## src/rtl/exception_sequencer_pkg.sv

```systemverilog
// Shared mode codes, vector offsets, CPSR bit positions and payload types for the exception sequencer.
package exception_sequencer_pkg;

  localparam int unsigned WORD_W     = 32;
  localparam int unsigned MODE_W     = 5;
  localparam int unsigned REG_ADDR_W = 5;
  localparam int unsigned BE_W       = 4;
  localparam int unsigned REQ_W      = 6;
  localparam int unsigned OFF_W      = 5;

  // Processor mode codes
  localparam logic [MODE_W-1:0] MODE_USE = 5'b10000;
  localparam logic [MODE_W-1:0] MODE_FIQ = 5'b10001;
  localparam logic [MODE_W-1:0] MODE_IRQ = 5'b10010;
  localparam logic [MODE_W-1:0] MODE_SVC = 5'b10011;
  localparam logic [MODE_W-1:0] MODE_ABT = 5'b10111;
  localparam logic [MODE_W-1:0] MODE_UND = 5'b11011;
  localparam logic [MODE_W-1:0] MODE_SYS = 5'b11111;

  // Vector offsets from VEC_BASE
  localparam logic [OFF_W-1:0] VEC_RESET = 5'h00;
  localparam logic [OFF_W-1:0] VEC_UND   = 5'h04;
  localparam logic [OFF_W-1:0] VEC_SWI   = 5'h08;
  localparam logic [OFF_W-1:0] VEC_PABT  = 5'h0C;
  localparam logic [OFF_W-1:0] VEC_DABT  = 5'h10;
  localparam logic [OFF_W-1:0] VEC_IRQ   = 5'h18;
  localparam logic [OFF_W-1:0] VEC_FIQ   = 5'h1C;

  // CPSR control bit indices
  localparam int unsigned CPSR_I = 7;
  localparam int unsigned CPSR_F = 6;

  // exc_req bit indices
  localparam int unsigned REQ_UND  = 0;
  localparam int unsigned REQ_SWI  = 1;
  localparam int unsigned REQ_PABT = 2;
  localparam int unsigned REQ_DABT = 3;
  localparam int unsigned REQ_IRQ  = 4;
  localparam int unsigned REQ_FIQ  = 5;

  localparam logic [REG_ADDR_W-1:0] LR_ADDR = 5'd14;

  typedef enum logic [2:0] {
    ST_BOOT    = 3'd0,
    ST_IDLE    = 3'd1,
    ST_E_MODE  = 3'd2,
    ST_E_SAVE  = 3'd3,
    ST_E_PC    = 3'd4,
    ST_R_READ  = 3'd5,
    ST_R_WRITE = 3'd6
  } seq_state_e;

  // Winning exception after masking and priority
  typedef struct packed {
    logic              valid;
    logic              fiq;
    logic [MODE_W-1:0] mode;
    logic [OFF_W-1:0]  offset;
  } exc_sel_t;

  // Registered control/data bundle driven toward the regfile and pipeline
  typedef struct packed {
    logic                  exc_ack;
    logic                  eret_ack;
    logic                  busy;
    logic [REG_ADDR_W-1:0] rd_r_addr;
    logic [REG_ADDR_W-1:0] rd_w_addr;
    logic [WORD_W-1:0]     rd_in;
    logic [WORD_W-1:0]     cpsr_in;
    logic [WORD_W-1:0]     spsr_in;
    logic [WORD_W-1:0]     pc_in;
    logic                  cpsr_we;
    logic                  spsr_we;
    logic [BE_W-1:0]       cpsr_be;
    logic [BE_W-1:0]       spsr_be;
    logic [BE_W-1:0]       rd_be;
    logic                  pc_we;
  } seq_out_t;

  // CPSR control byte {I, F, T=0, mode}
  function automatic logic [7:0] cpsr_ctl(input logic i_bit, input logic f_bit,
                                          input logic [MODE_W-1:0] mode);
    return {i_bit, f_bit, 1'b0, mode};
  endfunction

endpackage

```

## src/rtl/exc_priority_enc.sv

```systemverilog
// Masked fixed-priority encoder: dabt > fiq > irq > pabt > und > swi.
module exc_priority_enc
  import exception_sequencer_pkg::*;
(
  input  logic [REQ_W-1:0] exc_req,
  input  logic             i_mask,
  input  logic             f_mask,
  output exc_sel_t         sel
);

  // Pick the highest-priority unmasked request
  always_comb begin
    sel = '0;
    if (exc_req[REQ_DABT]) begin
      sel.valid  = 1'b1;
      sel.mode   = MODE_ABT;
      sel.offset = VEC_DABT;
    end else if (exc_req[REQ_FIQ] && !f_mask) begin
      sel.valid  = 1'b1;
      sel.fiq    = 1'b1;
      sel.mode   = MODE_FIQ;
      sel.offset = VEC_FIQ;
    end else if (exc_req[REQ_IRQ] && !i_mask) begin
      sel.valid  = 1'b1;
      sel.mode   = MODE_IRQ;
      sel.offset = VEC_IRQ;
    end else if (exc_req[REQ_PABT]) begin
      sel.valid  = 1'b1;
      sel.mode   = MODE_ABT;
      sel.offset = VEC_PABT;
    end else if (exc_req[REQ_UND]) begin
      sel.valid  = 1'b1;
      sel.mode   = MODE_UND;
      sel.offset = VEC_UND;
    end else if (exc_req[REQ_SWI]) begin
      sel.valid  = 1'b1;
      sel.mode   = MODE_SVC;
      sel.offset = VEC_SWI;
    end
  end

endmodule

```

## src/rtl/exception_sequencer.sv

```systemverilog
// Sequences ARM exception entry, exception return and boot through the regfile write ports.
module exception_sequencer
  import exception_sequencer_pkg::*;
#(
  parameter logic [31:0] VEC_BASE = 32'h0000_0000
) (
  input  logic                  Clk,
  input  logic                  Rst,
  input  logic [REQ_W-1:0]      exc_req,
  input  logic [WORD_W-1:0]     ret_addr,
  input  logic                  eret_req,
  output logic                  exc_ack,
  output logic                  eret_ack,
  output logic                  busy,
  input  logic [WORD_W-1:0]     CPSR_out,
  input  logic [WORD_W-1:0]     SPSR_out,
  input  logic [WORD_W-1:0]     Rd_out,
  output logic [REG_ADDR_W-1:0] Rd_r_addr,
  output logic [REG_ADDR_W-1:0] Rd_w_addr,
  output logic [WORD_W-1:0]     Rd_in,
  output logic [WORD_W-1:0]     CPSR_in,
  output logic [WORD_W-1:0]     SPSR_in,
  output logic [WORD_W-1:0]     PC_in,
  output logic                  CPSR_write_en,
  output logic                  SPSR_write_en,
  output logic [BE_W-1:0]       CPSR_byte_w_en,
  output logic [BE_W-1:0]       SPSR_byte_w_en,
  output logic [BE_W-1:0]       Rd_byte_w_en,
  output logic                  PC_w_en
);

  seq_state_e          state_q, state_d;
  seq_out_t            out_q, out_d;
  exc_sel_t            sel;
  logic                latch_exc;
  logic [WORD_W-1:0]   saved_cpsr_q;
  logic [OFF_W-1:0]    exc_off_q;
  logic [MODE_W-1:0]   cur_mode;
  logic                has_spsr;

  exc_priority_enc u_prio (
    .exc_req (exc_req),
    .i_mask  (CPSR_out[CPSR_I]),
    .f_mask  (CPSR_out[CPSR_F]),
    .sel     (sel)
  );

  assign cur_mode = CPSR_out[MODE_W-1:0];
  assign has_spsr = (cur_mode != MODE_USE) && (cur_mode != MODE_SYS);

  // State, registered outputs and entry context; reset clears everything and parks in BOOT
  always_ff @(posedge Clk) begin
    if (!Rst) begin
      state_q      <= ST_BOOT;
      out_q        <= '0;
      saved_cpsr_q <= '0;
      exc_off_q    <= '0;
    end else begin
      state_q <= state_d;
      out_q   <= out_d;
      if (latch_exc) begin
        saved_cpsr_q <= CPSR_out;
        exc_off_q    <= sel.offset;
      end
    end
  end

  // Next state plus the output bundle for that next state, so outputs track state with no lag
  always_comb begin
    state_d   = state_q;
    out_d     = '0;
    latch_exc = 1'b0;

    unique case (state_q)
      // BOOT persists until its actions have been presented once (busy_q marks that)
      ST_BOOT:    state_d = out_q.busy ? ST_IDLE : ST_BOOT;
      ST_IDLE: begin
        if (sel.valid) begin
          state_d   = ST_E_MODE;
          latch_exc = 1'b1;
        end else if (eret_req) begin
          state_d = ST_R_READ;
        end
      end
      ST_E_MODE:  state_d = ST_E_SAVE;
      ST_E_SAVE:  state_d = ST_E_PC;
      ST_E_PC:    state_d = ST_IDLE;
      ST_R_READ:  state_d = ST_R_WRITE;
      ST_R_WRITE: state_d = ST_IDLE;
      default:    state_d = ST_BOOT;
    endcase

    out_d.busy = (state_d != ST_IDLE);

    unique case (state_d)
      ST_BOOT: begin
        out_d.cpsr_in = WORD_W'(cpsr_ctl(1'b1, 1'b1, MODE_SVC));
        out_d.cpsr_be = 4'b0001;
        out_d.pc_in   = VEC_BASE + WORD_W'(VEC_RESET);
        out_d.pc_we   = 1'b1;
      end
      ST_E_MODE: begin
        out_d.cpsr_in = WORD_W'(cpsr_ctl(1'b1, CPSR_out[CPSR_F] | sel.fiq, sel.mode));
        out_d.cpsr_be = 4'b0001;
      end
      ST_E_SAVE: begin
        out_d.spsr_in   = saved_cpsr_q;
        out_d.spsr_be   = 4'b1111;
        out_d.rd_w_addr = LR_ADDR;
        out_d.rd_in     = ret_addr;
        out_d.rd_be     = 4'b1111;
      end
      ST_E_PC: begin
        out_d.pc_in   = VEC_BASE + WORD_W'(exc_off_q);
        out_d.pc_we   = 1'b1;
        out_d.exc_ack = 1'b1;
      end
      ST_R_READ: begin
        out_d.rd_r_addr = LR_ADDR;
      end
      // LR and SPSR are read during R_READ and captured here into the output registers
      ST_R_WRITE: begin
        if (has_spsr) begin
          out_d.cpsr_in = SPSR_out;
          out_d.cpsr_be = 4'b1111;
        end
        out_d.pc_in    = Rd_out;
        out_d.pc_we    = 1'b1;
        out_d.eret_ack = 1'b1;
      end
      default: ;
    endcase

    out_d.cpsr_we = |out_d.cpsr_be;
    out_d.spsr_we = |out_d.spsr_be;
  end

  assign exc_ack        = out_q.exc_ack;
  assign eret_ack       = out_q.eret_ack;
  assign busy           = out_q.busy;
  assign Rd_r_addr      = out_q.rd_r_addr;
  assign Rd_w_addr      = out_q.rd_w_addr;
  assign Rd_in          = out_q.rd_in;
  assign CPSR_in        = out_q.cpsr_in;
  assign SPSR_in        = out_q.spsr_in;
  assign PC_in          = out_q.pc_in;
  assign CPSR_write_en  = out_q.cpsr_we;
  assign SPSR_write_en  = out_q.spsr_we;
  assign CPSR_byte_w_en = out_q.cpsr_be;
  assign SPSR_byte_w_en = out_q.spsr_be;
  assign Rd_byte_w_en   = out_q.rd_be;
  assign PC_w_en        = out_q.pc_we;

endmodule

```

## config.mk

```make
export PLATFORM = sky130hd
export DESIGN_NAME = exception_sequencer
export DESIGN_NICKNAME = d
export VERILOG_FILES = /design/src/rtl/exception_sequencer_pkg.sv /design/src/rtl/exc_priority_enc.sv /design/src/rtl/exception_sequencer.sv
export SDC_FILE = /design/constraint.sdc
export NUM_CORES = 1
export LEC_CHECK = 0
export CAP_MARGIN = 20
export CORE_AREA = 5 5 120 122
export CTS_BUF_LIST = sky130_fd_sc_hd__clkbuf_2
export DETAILED_ROUTE_END_ITERATION = 7
export DIE_AREA = 0 0 125 127
export PLACE_DENSITY_LB_ADDON = 0.08
export SKIP_LAST_GASP = 1
export SYNTH_ARGS = -nofsm -noshare
export SYNTH_HDL_FRONTEND = slang
export SYNTH_SLANG_ARGS = --single-unit
```

## constraint.sdc

```tcl
create_clock -name Clk -period 3.4 [get_ports Clk]
set_input_delay 0.68 -clock Clk [delete_from_list [all_inputs] [get_ports Clk]]
set_output_delay 0.68 -clock Clk [all_outputs]
set_load 0.005 [all_outputs]
```

# Word level (Yosys, flattened, before mapping)
# Index checks and enable logic that the tools add are counted.
[totals]
reg_bits = 196
in_bits = 137
out_inout_bits = 156
elab_cells = 77
[op_classes]
eq_ne = 14
mux = 31
n_bitwise = 1
reduce_logical = 13
[ops]
columns = ["cell", "n"]
rows = [
  ["$pmux W32 S3", 1],
  ["$pmux W32 S2", 1],
  ["$mux W10", 6],
  ["$mux W36", 1],
  ["$mux W32", 1],
  ["$eq A3 B3 Y1 const B", 6],
  ["$pmux W3 S6", 1],
  ["$mux W1", 14],
  ["$eq A3 B2 Y1 const B", 4],
  ["$ne A5 B5 Y1 const B", 2],
  ["$mux W4", 2],
  ["$mux W8", 1],
  ["$pmux W4 S2", 1],
  ["$reduce_or A4 Y1", 2],
  ["$logic_not A3 Y1", 2],
  ["$mux W3", 2],
  ["$reduce_or A2 Y1", 2],
  ["$eq A3 B1 Y1 const B", 1],
  ["$logic_and A1 B1 Y1", 3],
  ["$ne A3 B1 Y1 const B", 1],
  ["$reduce_or A3 Y1", 1],
  ["$logic_not A1 Y1", 2],
  ["$reduce_and A2 Y1", 1],
  ["$or A1 B1 Y1", 1],
]

# Logic depth before layout (Yosys ltp)
[logic_depth]
depth_word = 12
depth_mapped = 7
depth_no_buf = 5

# Modules after synthesis
# Synthesis repeated with hierarchy kept, for this count alone.
[unflattened]
hier_cells = 538
hier_area_um2 = 5706.7
[by_module_without_submodules]
columns = ["module", "n_inst", "cells_each", "area_per_inst_um2", "seq_area_each_um2"]
rows = [
  ["exception_sequencer", 1, 515, 5555.3, 3543.4],
  ["exc_priority_enc", 1, 23, 151.4, 0.0],
]

# Least setup slack after synthesis
# No wires, ideal clock.
[synth_path]
path_type = "input to register"
startpoint = "in exc_req[0]"
endpoint = "reg out_q (netlist bit CPSR_in[14])"
setup_time_ns = 0.113
arrival_time_ns = 2.019
required_time_ns = 3.287
setup_slack_ns = 1.268
stages = 6
path_buffers = 1
cell_sequence = "or3_1 -> o41a_1 -> o21ai_4 -> nor2b_4 -> buf_6 -> and2_4"
[synth_between]
elab_chain_cells = 9
elab_cells_between_ends = 11
classes_between = "eq/ne (2); mux (8); reduce/logical (1)"
[synth_rtl]
columns = ["item", "line_no", "source"]
rows = [
  ["start, declared", "exception_sequencer.sv:9", "input logic [REQ_W-1:0] exc_req,"],
  ["$mux W1 *", "exc_priority_enc.sv:31", "end else if (exc_req[REQ_UND]) begin"],
  ["$mux W1 *", "exc_priority_enc.sv:27", "end else if (exc_req[REQ_PABT]) begin"],
  ["$mux W1 *", "exc_priority_enc.sv:23", "end else if (exc_req[REQ_IRQ] && !i_mask) begin"],
  ["$mux W1 *", "exc_priority_enc.sv:18", "end else if (exc_req[REQ_FIQ] && !f_mask) begin"],
  ["$mux W1 *", "exc_priority_enc.sv:14", "if (exc_req[REQ_DABT]) begin"],
  ["$mux W3 *", "exception_sequencer.sv:78", "if (sel.valid) begin"],
  ["$pmux W3 S6 *", "exception_sequencer.sv:74", "unique case (state_q)"],
  ["$eq A3 B3 Y1, or another cell as far along", "exception_sequencer.sv:95", "unique case (state_d)"],
  ["$pmux W32 S3 *", "exception_sequencer.sv:95", ""],
  ["end signal, assigned", "exception_sequencer.sv:60", "out_q <= out_d;"],
  ["end, declared", "exception_sequencer.sv:33", "seq_out_t out_q, out_d;"],
]
# Mark *: on every way between the ends. The rest lies on a longest branch, timed or not.
# A chain may end at the register's enable or synchronous reset.

==> metrics <==
DRC Markers=0; Peak VDD IR=0.202 mV; status=completed; Core Footprint=0.0131 mm²; detailed router's first-iteration violation count=169; post-route minimum period=2490 ps; DR WL/cell=16.3 µm; PortBufs=288; critical path class=flip-flop to primary output; startpoint types=flip-flop; global-route wire length before repair=24,700 µm; TritonCTS Sinks=175; CP Data Arrival Time=1810 ps; largest net degree at the start of global routing=83; Netlist cell types=39; layout cell share with drive strength beyond 1=8.59%; CTS Buf Count=17; post-DP HPWL=12,400 µm; NumNets Final=939; Overflow after GRT=0; Initial Util=43.1%; total length of routed wires=16,100 µm; Area growth syn-to-layout=55.6%; RSZ-0062 raised after global routing=no; Post-CTS Setup Bufs=0; Post-Syn Instances=538; Max Cap Violations=0; die height=127 µm; Finish-stage setup viols=0; CP max-delay cell=clkdlybuf4s50_1; Root Driver=clkbuf_2; WP data required=2720 ps; TritonCTS clock tree=done; setup TNS=0 ps; number of global-route vias before repair=4,510; Reg area=0.00350 mm²; max-slew violations=0; crit path max fanout=12; Max Clock Freq=0.402 GHz; final worst-path cycle share=73.2%; measured slew at the worst slew-check pin=843 ps; gr usage total=19.8%; # H-tree levels=4; delay-heaviest family, CP=buffers and inverters; die width=125 µm; cts hold-fix bufs=0; Buf+Inv Stages, Crit Path=1; vias per cell=4.63; Post-CTS Resized=0; Hold Fails Final Rpt=0; most common cell after layout, fill and taps aside=clkdlybuf4s50_1; HP Class=flip-flop to flip-flop; Crit. End Element=primary output; mapped cell area=0.00564 mm²; Max Root-Sink Buffers=2; IO Count=293; Site Rows=42; Synth Area per Inst=10.5 µm²; sequential share of the synthesized area=62.2%; total vias in the final route=4,590; Fillers=1,033; worst-path cell chain=clkdlybuf4s50_1; LEAKAGE=3.55 nW; Post-Route Utilization=67.0%; Yosys warnings=0; initial antenna violation count=1; #FFs+latches synth=175; area taken by multi-input logic gates=0.00184 mm²; n_diodes=0; clk_lat worst skew=700 ps; Post-DRT Antenna Nets=0; CP peak stage delay=580 ps; Pwr Density=429 mW/mm²; Placer Congestion=0.819; DIE AREA=0.0159 mm²; relative slew slack=43.8%; DR pass1 iterations=4; clk slew on worst S/H paths=210 ps; commonest cells after routing, fill and taps aside=clkdlybuf4s50_1, dfxtp_1, nand2_1, and3_1, and2_1; skew final=22.3 ps
-- stage by stage --
step | area, µm² | power (W) | setup WS, ps | hold slack, ps | instances
floorplan | 5650 | 0.00243 | 1270 | 431 | 541
global route | 8770 | 0.00395 | 697 | 370 | 991
CTS | 8770 | 0.00382 | 791 | 363 | 991
global placement | 8520 | 0.00273 | 701 | 436 | 959
finish | 8770 | 0.00376 | 913 | 464 | 991
detailed placement | 8520 | 0.00274 | 620 | 441 | 959
-- sequential cells by signal (all words and copies together), names as in the netlist, 2 cells and up --
register        cells
CPSR_byte_w_en      2
CPSR_in            32
PC_in              32
Rd_in              32
SPSR_in            32
exc_off_q           3
saved_cpsr_q       32
state_q             3
-- logic make-up (layout without fill, tap and decap cells) --
| logic type | after synthesis | count (layout) | share of synthesized area, % |
|---|---|---|---|
| flops | 175 | 175 | 62.2 |
| simple gates | 227 | 227 | 22.6 |
| buf+inv | 59 | 333 | 5.68 |
| other cells | 1 | 4 | 0.0665 |
| compound gates | 76 | 76 | 9.46 |
-- metal layers --
layer	up-vias	GRT usage (%)	wire, µm
met2	181	34.4	8120
met5	-	0	11
met4	2	7.14	303
li1	2271	-	-
met3	23	7.43	1220
met1	2113	22.4	6490
-- area by class of cell --
| class | instances | share of cell area, % |
|---|---|---|
| Sequential cell | 175 | 40.0 |
| Timing Repair Buffer | 296 | 33.5 |
| Multi-Input combinational cell | 307 | 21.0 |
| Tap cell | 176 | 2.51 |
| Clock inverter | 12 | 1.64 |
| Clock buffer | 20 | 1.14 |
| Inverter | 5 | 0.214 |
-- synth_stat cells --
master	instances	area [µm²]
o41a_1	1	11.3
a22o_1	3	26.3
nand2_1	73	274
a21oi_2	1	8.76
o311ai_0	1	8.76
nor4_1	1	6.26
nor3_1	4	20.0
and3_1	65	407
nor2b_1	8	50.1
a2bb2oi_1	1	8.76
dfxtp_1	175	3500
o21ai_0	9	45.0
or3_1	1	6.26
conb_1	1	3.75
inv_1	5	18.8
nor3b_1	1	7.51
o22ai_1	2	12.5
nand4_1	2	12.5
a21boi_1	30	225
and2_1	33	206
o21ai_4	1	16.3
o21a_1	4	30.0
a21oi_1	13	65.1
a21boi_0	4	30.0
o41ai_1	1	8.76
and2_2	6	45.0
nor2_1	9	33.8
nand2b_1	3	18.8
a211oi_1	2	15.0
clkbuf_1	29	109
buf_4	22	165
or4_1	1	7.51
a22oi_1	1	7.51
buf_6	2	22.5
a31oi_1	1	6.26
nor2b_4	1	13.8
buf_2	1	5.00
and2_4	19	166
a21o_1	1	7.51
-- tightest hold or removal path: cells and delay by family (launching register included) --
family,cells,cell delay (ps)
AND/OR/NAND/NOR,1,50
flip-flops,1,350
AO/OA/AOI/OAI,1,50
-- final timing paths --
| path | start | endpoint | slack [ps] | depth (start not counted) |
|---|---|---|---|---|
| max | SPSR_byte_w_en[2] | Rd_w_addr[3] | 910 | 1 |
| min | saved_cpsr_q[27] | saved_cpsr_q[27] | 460 | 2 |
| max reg2reg | state_q[0] | CPSR_in[13] | 1010 | 5 |
| min reg2reg | saved_cpsr_q[27] | saved_cpsr_q[27] | 460 | 2 |
-- where the power goes --
| group | internal [W] | switching [W] |
|---|---|---|
| sequential | 0.00213 | 0.0000392 |
| clock | 0.000410 | 0.000657 |
| combinational | 0.000303 | 0.000223 |
Power figures use the tool's default switching activity.
